## config.mk

```make
export PLATFORM = sky130hd
export DESIGN_NAME = pipe_hazard_ctrl_flat
export DESIGN_NICKNAME = d
export VERILOG_FILES = /design/src/rtl/pipe_hazard_ctrl_if.sv /design/src/rtl/pipe_hazard_ctrl.sv /design/src/flat_wrapper.sv
export SDC_FILE = /design/constraint.sdc
export NUM_CORES = 1
export LEC_CHECK = 0
export ABC_AREA = 1
export BUFFER_PORTS_ARGS = -buffer_cell sky130_fd_sc_hd__buf_2
export CORE_UTILIZATION = 45
export DETAILED_ROUTE_END_ITERATION = 12
export PLACE_DENSITY = 0.75
export SLEW_MARGIN = 10
export SYNTH_ARGS = -nofsm -noshare
export SYNTH_HDL_FRONTEND = slang
export SYNTH_HIERARCHICAL = 1
export SYNTH_SLANG_ARGS = --single-unit
```

## constraint.sdc

```tcl
create_clock -name i_clk -period 5.15 [get_ports i_clk]
set_input_delay 1.03 -clock i_clk [delete_from_list [all_inputs] [get_ports i_clk]]
set_output_delay 1.03 -clock i_clk [all_outputs]
set_load 0.02 [all_outputs]
```

## src/rtl/pipe_hazard_ctrl_if.sv

```systemverilog
// ---------------------------------------------------------------------------
// pipe_hazard_ctrl_if
//   Control bundle between the RISC_TOY pipeline and its hazard controller.
//   master : pipeline side. Drives the ID-stage decode info, the branch
//            resolution and the memory-busy indication. Reads back the
//            enables, flush/bubble/freeze controls, forwarding selects and
//            performance counters.
//   slave  : hazard controller side.
//   Ports (names as seen by the controller):
//     i_id_valid              valid instruction in ID
//     i_id_ra0_en / i_id_ra0  source 0 read enable / address
//     i_id_ra1_en / i_id_ra1  source 1 read enable / address
//     i_id_wen / i_id_wa      destination write enable / address
//     i_id_load               ID instruction is a load (data at end of MEM)
//     i_ex_br_taken           branch/jump in EX resolved taken
//     i_mem_busy              data memory not ready, whole pipe holds
//     i_cnt_clr               synchronous clear of both counters
//     o_pc_en, o_ifid_en      PC / IF-ID register enables
//     o_ifid_flush            load NOP into IF/ID
//     o_idex_bubble           load NOP into ID/EX
//     o_pipe_freeze           hold ID/EX, EX/MEM, MEM/WB
//     o_fwd_a, o_fwd_b        EX operand select: 00 regfile, 01 EX/MEM, 10 MEM/WB
//     o_stall_cnt             cycles lost to data-hazard stalls
//     o_flush_cnt             taken-branch flushes
// ---------------------------------------------------------------------------
interface pipe_hazard_ctrl_if #(
  parameter int AW    = 5,
  parameter int CNT_W = 16
);
  logic             i_id_valid;
  logic             i_id_ra0_en;
  logic [AW-1:0]    i_id_ra0;
  logic             i_id_ra1_en;
  logic [AW-1:0]    i_id_ra1;
  logic             i_id_wen;
  logic [AW-1:0]    i_id_wa;
  logic             i_id_load;
  logic             i_ex_br_taken;
  logic             i_mem_busy;
  logic             i_cnt_clr;

  logic             o_pc_en;
  logic             o_ifid_en;
  logic             o_ifid_flush;
  logic             o_idex_bubble;
  logic             o_pipe_freeze;
  logic [1:0]       o_fwd_a;
  logic [1:0]       o_fwd_b;
  logic [CNT_W-1:0] o_stall_cnt;
  logic [CNT_W-1:0] o_flush_cnt;

  modport master (
    output i_id_valid, i_id_ra0_en, i_id_ra0, i_id_ra1_en, i_id_ra1,
           i_id_wen, i_id_wa, i_id_load, i_ex_br_taken, i_mem_busy, i_cnt_clr,
    input  o_pc_en, o_ifid_en, o_ifid_flush, o_idex_bubble, o_pipe_freeze,
           o_fwd_a, o_fwd_b, o_stall_cnt, o_flush_cnt
  );

  modport slave (
    input  i_id_valid, i_id_ra0_en, i_id_ra0, i_id_ra1_en, i_id_ra1,
           i_id_wen, i_id_wa, i_id_load, i_ex_br_taken, i_mem_busy, i_cnt_clr,
    output o_pc_en, o_ifid_en, o_ifid_flush, o_idex_bubble, o_pipe_freeze,
           o_fwd_a, o_fwd_b, o_stall_cnt, o_flush_cnt
  );
endinterface

```

## src/rtl/pipe_hazard_ctrl.sv

```systemverilog
// ---------------------------------------------------------------------------
// pipe_hazard_ctrl
//   Hazard/interlock controller for the 5-stage RISC_TOY pipeline.
//   Shadows the destination of every instruction in EX, MEM and WB, and from
//   that decides load-use/RAW stalls, taken-branch flushes, memory freezes and
//   the EX-stage ALU operand forwarding selects. Owns no datapath.
//   Parameters:
//     AW     register address width
//     FWD_EN 1: forward from EX/MEM and MEM/WB, only load-use stalls
//            0: no forwarding, stall until producer has left WB, FWD = 00
//     CNT_W  performance counter width (counters saturate)
//   Ports:
//     i_clk  clock, rising edge
//     i_rst  asynchronous active-high reset
//     io_hz  pipe_hazard_ctrl_if.slave control bundle
// ---------------------------------------------------------------------------

// Forwarding select for one EX operand, from the registered MEM/WB shadows.
//   o_sel = 01 when the EX/MEM result is the youngest producer,
//           10 when the MEM/WB result is, 00 otherwise.
module pipe_hazard_fwd_sel #(
  parameter int AW = 5
) (
  input  logic          i_src_en,
  input  logic [AW-1:0] i_src,
  input  logic          i_mem_v,
  input  logic          i_mem_load,
  input  logic [AW-1:0] i_mem_wa,
  input  logic          i_wb_v,
  input  logic [AW-1:0] i_wb_wa,
  output logic [1:0]    o_sel
);
  logic w_mem_hit;
  logic w_wb_hit;

  assign w_mem_hit = i_src_en & i_mem_v & (i_mem_wa == i_src);
  assign w_wb_hit  = i_src_en & i_wb_v  & (i_wb_wa  == i_src);

  always_comb begin
    o_sel = 2'b00;
    // A load sitting in MEM has no data yet; the load-use stall keeps this
    // from happening. If it ever does, the older WB value is stale too, so
    // fall back to the regfile rather than forward the wrong thing.
    if (w_mem_hit)     o_sel = i_mem_load ? 2'b00 : 2'b01;
    else if (w_wb_hit) o_sel = 2'b10;
  end
endmodule

module pipe_hazard_ctrl #(
  parameter int AW     = 5,
  parameter bit FWD_EN = 1'b1,
  parameter int CNT_W  = 16
) (
  input logic               i_clk,
  input logic               i_rst,
  pipe_hazard_ctrl_if.slave io_hz
);
  localparam int NSRC = 2;

  // EX shadow keeps the source fields so forwarding can be decided from
  // registered state while the instruction executes.
  typedef struct packed {
    logic                      v;
    logic [AW-1:0]             wa;
    logic                      load;
    logic [NSRC-1:0]           sen;
    logic [NSRC-1:0][AW-1:0]   src;
  } ex_slot_t;

  typedef struct packed {
    logic          v;
    logic [AW-1:0] wa;
    logic          load;
  } mem_slot_t;

  // WB only needs the destination; nothing downstream asks whether it
  // was a load.
  typedef struct packed {
    logic          v;
    logic [AW-1:0] wa;
  } wb_slot_t;

  ex_slot_t  r_ex;
  mem_slot_t r_mem;
  wb_slot_t  r_wb;

  logic [CNT_W-1:0] r_stall_cnt;
  logic [CNT_W-1:0] r_flush_cnt;

  logic [NSRC-1:0]         w_ra_en;
  logic [NSRC-1:0][AW-1:0] w_ra;
  logic [NSRC-1:0]         w_hit_ex;
  logic [NSRC-1:0]         w_hit_mem;
  logic [NSRC-1:0]         w_hit_wb;
  logic [NSRC-1:0][1:0]    w_fwd_sel;
  logic                    w_stall;
  logic                    w_kill;
  logic                    w_advance;
  ex_slot_t                w_ex_nxt;

  assign w_ra_en = {io_hz.i_id_ra1_en, io_hz.i_id_ra0_en};
  assign w_ra    = {io_hz.i_id_ra1,    io_hz.i_id_ra0};

  // ---- RAW detection against each in-flight shadow, per ID source ----
  for (genvar s = 0; s < NSRC; s++) begin : g_src
    logic w_rd;
    assign w_rd         = io_hz.i_id_valid & w_ra_en[s];
    assign w_hit_ex[s]  = w_rd & r_ex.v  & (r_ex.wa  == w_ra[s]);
    assign w_hit_mem[s] = w_rd & r_mem.v & (r_mem.wa == w_ra[s]);
    assign w_hit_wb[s]  = w_rd & r_wb.v  & (r_wb.wa  == w_ra[s]);

    pipe_hazard_fwd_sel #(.AW(AW)) u_fwd_sel (
      .i_src_en   (r_ex.sen[s]),
      .i_src      (r_ex.src[s]),
      .i_mem_v    (r_mem.v),
      .i_mem_load (r_mem.load),
      .i_mem_wa   (r_mem.wa),
      .i_wb_v     (r_wb.v),
      .i_wb_wa    (r_wb.wa),
      .o_sel      (w_fwd_sel[s])
    );
  end

  // With forwarding only a load directly ahead is a hazard; without it any
  // producer still in EX/MEM/WB is (the regfile write lands as it leaves WB).
  assign w_stall = FWD_EN ? ((|w_hit_ex) & r_ex.load)
                          : (|(w_hit_ex | w_hit_mem | w_hit_wb));

  assign w_kill    = w_stall | io_hz.i_ex_br_taken;
  assign w_advance = ~io_hz.i_mem_busy;

  // ---- next EX shadow: the ID instruction, or a bubble ----
  always_comb begin
    w_ex_nxt = '0;
    if (!w_kill) begin
      w_ex_nxt.v    = io_hz.i_id_valid & io_hz.i_id_wen;
      w_ex_nxt.wa   = io_hz.i_id_wa;
      w_ex_nxt.load = io_hz.i_id_valid & io_hz.i_id_wen & io_hz.i_id_load;
      w_ex_nxt.sen  = w_ra_en & {NSRC{io_hz.i_id_valid}};
      w_ex_nxt.src  = w_ra;
    end
  end

  // ---- shadow pipeline; frozen edges hold every slot ----
  always_ff @(posedge i_clk or posedge i_rst) begin
    if (i_rst) begin
      r_ex  <= '0;
      r_mem <= '0;
      r_wb  <= '0;
    end else if (w_advance) begin
      r_ex  <= w_ex_nxt;
      r_mem <= '{v: r_ex.v, wa: r_ex.wa, load: r_ex.load};
      r_wb  <= '{v: r_mem.v, wa: r_mem.wa};
    end
  end

  // ---- pipeline control, priority freeze > branch > stall > run ----
  always_comb begin
    io_hz.o_pc_en       = 1'b0;
    io_hz.o_ifid_en     = 1'b0;
    io_hz.o_ifid_flush  = 1'b0;
    io_hz.o_idex_bubble = 1'b0;
    io_hz.o_pipe_freeze = 1'b0;
    if (i_rst) begin
      // everything quiet while reset is held
    end else if (io_hz.i_mem_busy) begin
      io_hz.o_pipe_freeze = 1'b1;
    end else if (io_hz.i_ex_br_taken) begin
      // PC loads the target; the wrong-path IF and ID instructions die.
      io_hz.o_pc_en       = 1'b1;
      io_hz.o_ifid_en     = 1'b1;
      io_hz.o_ifid_flush  = 1'b1;
      io_hz.o_idex_bubble = 1'b1;
    end else if (w_stall) begin
      io_hz.o_idex_bubble = 1'b1;
    end else begin
      io_hz.o_pc_en   = 1'b1;
      io_hz.o_ifid_en = 1'b1;
    end
  end

  assign io_hz.o_fwd_a = (i_rst || !FWD_EN) ? 2'b00 : w_fwd_sel[0];
  assign io_hz.o_fwd_b = (i_rst || !FWD_EN) ? 2'b00 : w_fwd_sel[1];

  // ---- saturating performance counters; clear beats increment ----
  always_ff @(posedge i_clk or posedge i_rst) begin
    if (i_rst) begin
      r_stall_cnt <= '0;
      r_flush_cnt <= '0;
    end else if (io_hz.i_cnt_clr) begin
      r_stall_cnt <= '0;
      r_flush_cnt <= '0;
    end else if (w_advance) begin
      if (io_hz.i_ex_br_taken) begin
        if (r_flush_cnt != '1) r_flush_cnt <= r_flush_cnt + CNT_W'(1);
      end else if (w_stall) begin
        if (r_stall_cnt != '1) r_stall_cnt <= r_stall_cnt + CNT_W'(1);
      end
    end
  end

  assign io_hz.o_stall_cnt = r_stall_cnt;
  assign io_hz.o_flush_cnt = r_flush_cnt;
endmodule

```

## src/flat_wrapper.sv

```systemverilog
// flat-port wrapper written by rule: the top's interface ports become plain ports
module pipe_hazard_ctrl_flat 
#(
  parameter int AW     = 5,
  parameter bit FWD_EN = 1'b1,
  parameter int CNT_W  = 16
)
  (i_clk, i_rst, io_hz_i_id_valid, io_hz_i_id_ra0_en, io_hz_i_id_ra0, io_hz_i_id_ra1_en, io_hz_i_id_ra1, io_hz_i_id_wen, io_hz_i_id_wa, io_hz_i_id_load, io_hz_i_ex_br_taken, io_hz_i_mem_busy, io_hz_i_cnt_clr, io_hz_o_pc_en, io_hz_o_ifid_en, io_hz_o_ifid_flush, io_hz_o_idex_bubble, io_hz_o_pipe_freeze, io_hz_o_fwd_a, io_hz_o_fwd_b, io_hz_o_stall_cnt, io_hz_o_flush_cnt);
  pipe_hazard_ctrl_if #(.AW(AW), .CNT_W(CNT_W)) io_hz_i ();
  input logic i_clk;
  input logic i_rst;
  input wire logic [$bits(io_hz_i.i_id_valid)-1:0] io_hz_i_id_valid;
  input wire logic [$bits(io_hz_i.i_id_ra0_en)-1:0] io_hz_i_id_ra0_en;
  input wire logic [$bits(io_hz_i.i_id_ra0)-1:0] io_hz_i_id_ra0;
  input wire logic [$bits(io_hz_i.i_id_ra1_en)-1:0] io_hz_i_id_ra1_en;
  input wire logic [$bits(io_hz_i.i_id_ra1)-1:0] io_hz_i_id_ra1;
  input wire logic [$bits(io_hz_i.i_id_wen)-1:0] io_hz_i_id_wen;
  input wire logic [$bits(io_hz_i.i_id_wa)-1:0] io_hz_i_id_wa;
  input wire logic [$bits(io_hz_i.i_id_load)-1:0] io_hz_i_id_load;
  input wire logic [$bits(io_hz_i.i_ex_br_taken)-1:0] io_hz_i_ex_br_taken;
  input wire logic [$bits(io_hz_i.i_mem_busy)-1:0] io_hz_i_mem_busy;
  input wire logic [$bits(io_hz_i.i_cnt_clr)-1:0] io_hz_i_cnt_clr;
  output wire logic [$bits(io_hz_i.o_pc_en)-1:0] io_hz_o_pc_en;
  output wire logic [$bits(io_hz_i.o_ifid_en)-1:0] io_hz_o_ifid_en;
  output wire logic [$bits(io_hz_i.o_ifid_flush)-1:0] io_hz_o_ifid_flush;
  output wire logic [$bits(io_hz_i.o_idex_bubble)-1:0] io_hz_o_idex_bubble;
  output wire logic [$bits(io_hz_i.o_pipe_freeze)-1:0] io_hz_o_pipe_freeze;
  output wire logic [$bits(io_hz_i.o_fwd_a)-1:0] io_hz_o_fwd_a;
  output wire logic [$bits(io_hz_i.o_fwd_b)-1:0] io_hz_o_fwd_b;
  output wire logic [$bits(io_hz_i.o_stall_cnt)-1:0] io_hz_o_stall_cnt;
  output wire logic [$bits(io_hz_i.o_flush_cnt)-1:0] io_hz_o_flush_cnt;
  assign io_hz_i.i_id_valid = io_hz_i_id_valid;
  assign io_hz_i.i_id_ra0_en = io_hz_i_id_ra0_en;
  assign io_hz_i.i_id_ra0 = io_hz_i_id_ra0;
  assign io_hz_i.i_id_ra1_en = io_hz_i_id_ra1_en;
  assign io_hz_i.i_id_ra1 = io_hz_i_id_ra1;
  assign io_hz_i.i_id_wen = io_hz_i_id_wen;
  assign io_hz_i.i_id_wa = io_hz_i_id_wa;
  assign io_hz_i.i_id_load = io_hz_i_id_load;
  assign io_hz_i.i_ex_br_taken = io_hz_i_ex_br_taken;
  assign io_hz_i.i_mem_busy = io_hz_i_mem_busy;
  assign io_hz_i.i_cnt_clr = io_hz_i_cnt_clr;
  assign io_hz_o_pc_en = io_hz_i.o_pc_en;
  assign io_hz_o_ifid_en = io_hz_i.o_ifid_en;
  assign io_hz_o_ifid_flush = io_hz_i.o_ifid_flush;
  assign io_hz_o_idex_bubble = io_hz_i.o_idex_bubble;
  assign io_hz_o_pipe_freeze = io_hz_i.o_pipe_freeze;
  assign io_hz_o_fwd_a = io_hz_i.o_fwd_a;
  assign io_hz_o_fwd_b = io_hz_i.o_fwd_b;
  assign io_hz_o_stall_cnt = io_hz_i.o_stall_cnt;
  assign io_hz_o_flush_cnt = io_hz_i.o_flush_cnt;
  pipe_hazard_ctrl #(.AW(AW), .FWD_EN(FWD_EN), .CNT_W(CNT_W)) u_core (.i_clk(i_clk), .i_rst(i_rst), .io_hz(io_hz_i));
endmodule
```

==> out/qor.txt <==
Setup TNS -> 0 ns
HPWL after detailed placement -> 7.30 mm
M3 GR Usage -> 4.60%
Core Rows -> 34
Largest net degree at the start of global routing -> 49
Slowest cell on crit path -> a21boi_0
Worst setup EP type -> output pin
CP bufs+invs -> 2
Initial antenna violation count -> 0
IO Pins -> 66
Worst Hold Class -> reg2reg
Met2 Use GR -> 36.0%
Layout Nets -> 698
Relative slew margins -> 28.5%
Hold_ws -> 0.517 ns
Total grt overflow -> 0
Final Setup Violations -> 0
Post-CTS setup buffer count -> 0
Wirelength, routed -> 10.0 mm
Global route hottest layer -> met2
RSZ-0062 raised after global routing -> false
Vias/cell -> 5.10
IO buf count -> 65
Largest area contributor in the netlist -> dfrtp_1
Detailed Route Iter0 Violations -> 209
PnR Total Power -> 1230 uW
Share of cells above drive strength 1 -> 17.5%
Net Sw Frac -> 29.1%
Mapped Nets -> 639
Max Clock Skew -> 0.00856 ns
Starting density of the core -> 46.8%
Die Y-Extent -> 97.7 microns
CTS sink cnt -> 64
Status -> finished with violations
Max Slew Vio Count -> 0
Most frequent cells in the layout -> 226 x nand2_1, 87 x nor2_1, 65 x buf_2
First-pass GRT wire length -> 16.8 mm
DR DRC count -> 5
Synth warnings -> 6
Flop pwr share -> 45.8%
IR drop worst, VDD -> 0.161 mV
CTS tree -> built
CP peak stage delay -> 0.32 ns
GRT Overall Usage -> 21.9%
Crit Path Class -> in2out
Fin crit period -> 3.47 ns
Yosys top cell area share -> 38.9%
Clock Latency Late Sink -> 0.34 ns
M1 GR Usage -> 27.7%
Antenna diodes -> 0
Synth Register Bits -> 64
R2R depth -> 6
Routed via count -> 3997
Synth top area cells -> dfrtp_1 39%, nand2_1 21%, nor2_1 7.9%
Final hold vios -> 0
TritonCTS Buffers -> 9
Cts hold-fix bufs -> 0
Cts repair resizes -> 0
Vias in the first global route -> 3636
Clock power share -> 40.0%
Crit-path max FO -> 10
Ratio of final minimum period to clock period -> 67.3%
Failing checks -> design-rule violations
Max Root-Sink Buffers -> 2
Core area -> 8810 sq um
Family with the most delay on the worst path -> simple AND/OR/NAND/NOR gates
Psw -> 359 uW
MaxCap Viol Count -> 0
H-tree depth -> 3
Drt pass-1 iters -> 9
CTS Root Cell -> clkbuf_8
Critical path depth -> 8
Mapped Cells -> 612
Register Area -> 1600 sq um
Crit path cell chain -> buf_2, nand3_1, a21oi_1, nand3_1, nand2_2, nand2_2, a21boi_0, buf_2
Multi-input gate area -> 2150 sq um
Critical path arrival -> 2.44 ns
Slew of the pin with the lowest slew margin -> 1.07 ns
Hold path depth -> 2
Worst-path clk slew -> 0.07 ns
# fillers -> 849
Die Wd -> 97.7 microns
Mean Syn Cell Area -> 6.73 sq um
CP required -> 4.12 ns
Comb power frac -> 14.2%
Max Fclk -> 288 MHz
Static Leakage -> 0.00242 uW
Synth cell types -> 36
Wire per inst -> 12.8 microns
Register area share after synthesis -> 38.9%
Gpl congestion -> 0.885
Synth Cell Area -> 4120 sq um
Cell Pwr Density -> 263 nW/um^2
Internal power -> 875 uW
Commonest non-fill, non-tap cell in the layout -> nand2_1
Die area -> 9540 sq um
Setup crit start kind -> input pin
Area growth, synth to finish -> 13.9%
Final ANT Viol Nets -> 0
[power groups by stage]
stage          Clock (uW)  Sequential [uW]  Combinational, uW
2_1_floorplan           0              574                124
3_3_place_gp            0              574                170
6_report              493              566                175
5_1_grt               525              570                202
3_5_place_dp            0              575                175
4_1_cts               502              565                176
[cell type report]
type | instances | area share, %
repair buffers | 66 | 7.10
multi-input cells | 466 | 45.9
clock buffers | 10 | 2.93
flip-flops and latches | 64 | 34.2
clock inverters | 6 | 1.95
well taps | 108 | 2.88
inverters | 64 | 5.12
[state kept, by name, summed over array words and instances, names as in the netlist]
| signal | count |
|---|---|
| u_core/io_hz.o_flush_cnt | 16 |
| u_core/r_ex | 19 |
| u_core/io_hz.o_stall_cnt | 16 |
| u_core/r_mem | 7 |
| u_core/r_wb | 6 |
[final timing paths]
kind | startpoint | end | slack, ns
min | u_core/r_wb[3]$_DFFE_PP0N_ | u_core/r_wb[3]$_DFFE_PP0N_ | 0.52
min in group asynchronous | i_rst | u_core/io_hz.o_flush_cnt[14]$_DFFE_PP0P_ | 0.75
max reg2reg | u_core/io_hz.o_flush_cnt[0]$_DFFE_PP0P_ | u_core/io_hz.o_flush_cnt[11]$_DFFE_PP0P_ | 3.22
max in group asynchronous | i_rst | u_core/r_mem[5]$_DFFE_PP0N_ | 3.46
max | io_hz_i_id_valid | io_hz_o_idex_bubble | 1.68
min reg2reg | u_core/r_wb[3]$_DFFE_PP0N_ | u_core/r_wb[3]$_DFFE_PP0N_ | 0.52
[metrics by stage]
step / instances / setup slack [ns] / utilization, % / area, sq um
after CTS: 784 / 1.72 / 53.3 / 4690
after floorplan: 612 / 2.06 / - / 4120
after global placement: 768 / 1.74 / 50.7 / 4460
after detailed placement: 768 / 1.73 / 50.7 / 4460
after global routing: 784 / 1.61 / 53.3 / 4690
final: 784 / 1.68 / 53.3 / 4690
[worst register-to-register path, stage by stage, from the launching register on]
cell and delay, ns:
dfrtp_1 0.41, ha_1 0.22, nand3_2 0.15, nor3_4 0.21, nand4_1 0.17, nand3b_2 0.46, o21ai_0 0.18
[cells in the mapped netlist]
cell type,instances
nor3_4,1
nand3b_2,1
nor2_8,1
xor2_1,14
buf_4,3
clkbuf_1,5
nor2_4,1
nand3b_1,1
a21oi_1,2
nor3_2,2
nand2_4,1
dfrtp_1,64
buf_6,3
inv_2,11
nor3b_1,1
a31o_2,1
nor2_1,87
nand2_2,7
a21boi_0,1
inv_1,53
o21ai_0,38
nand3_1,46
nand3_4,1
or2_2,1
nand2_1,226
o21ai_1,4
buf_2,4
xnor2_1,7
ha_1,2
nor2_2,5
nand4_1,7
nor3_1,5
o21a_1,1
dlygate4sd1_1,2
clkbuf_8,1
nand3_2,2
[cells by family (layout without fill, tap and decap cells)]
group                      count (synthesis)  after routing  share of synthesized area (%)
xor gates and xnor gates                  21             21                           4.47
buffers and inverters                     82            146                           8.90
and+or+nand+nor                          396            396                           41.2
DFF                                       64             64                           38.9
adders and majority gates                  2              2                          0.607
AOI/OAI and AO/OA                         47             47                           5.92
[per-layer routing]
metal,part of all wire (%),routed length [microns]
met5,0,0
met4,2.3,235
met2,48,4770
met3,5.6,565
met1,44,4440
No activity file was read; power rests on OpenSTA's default activity.
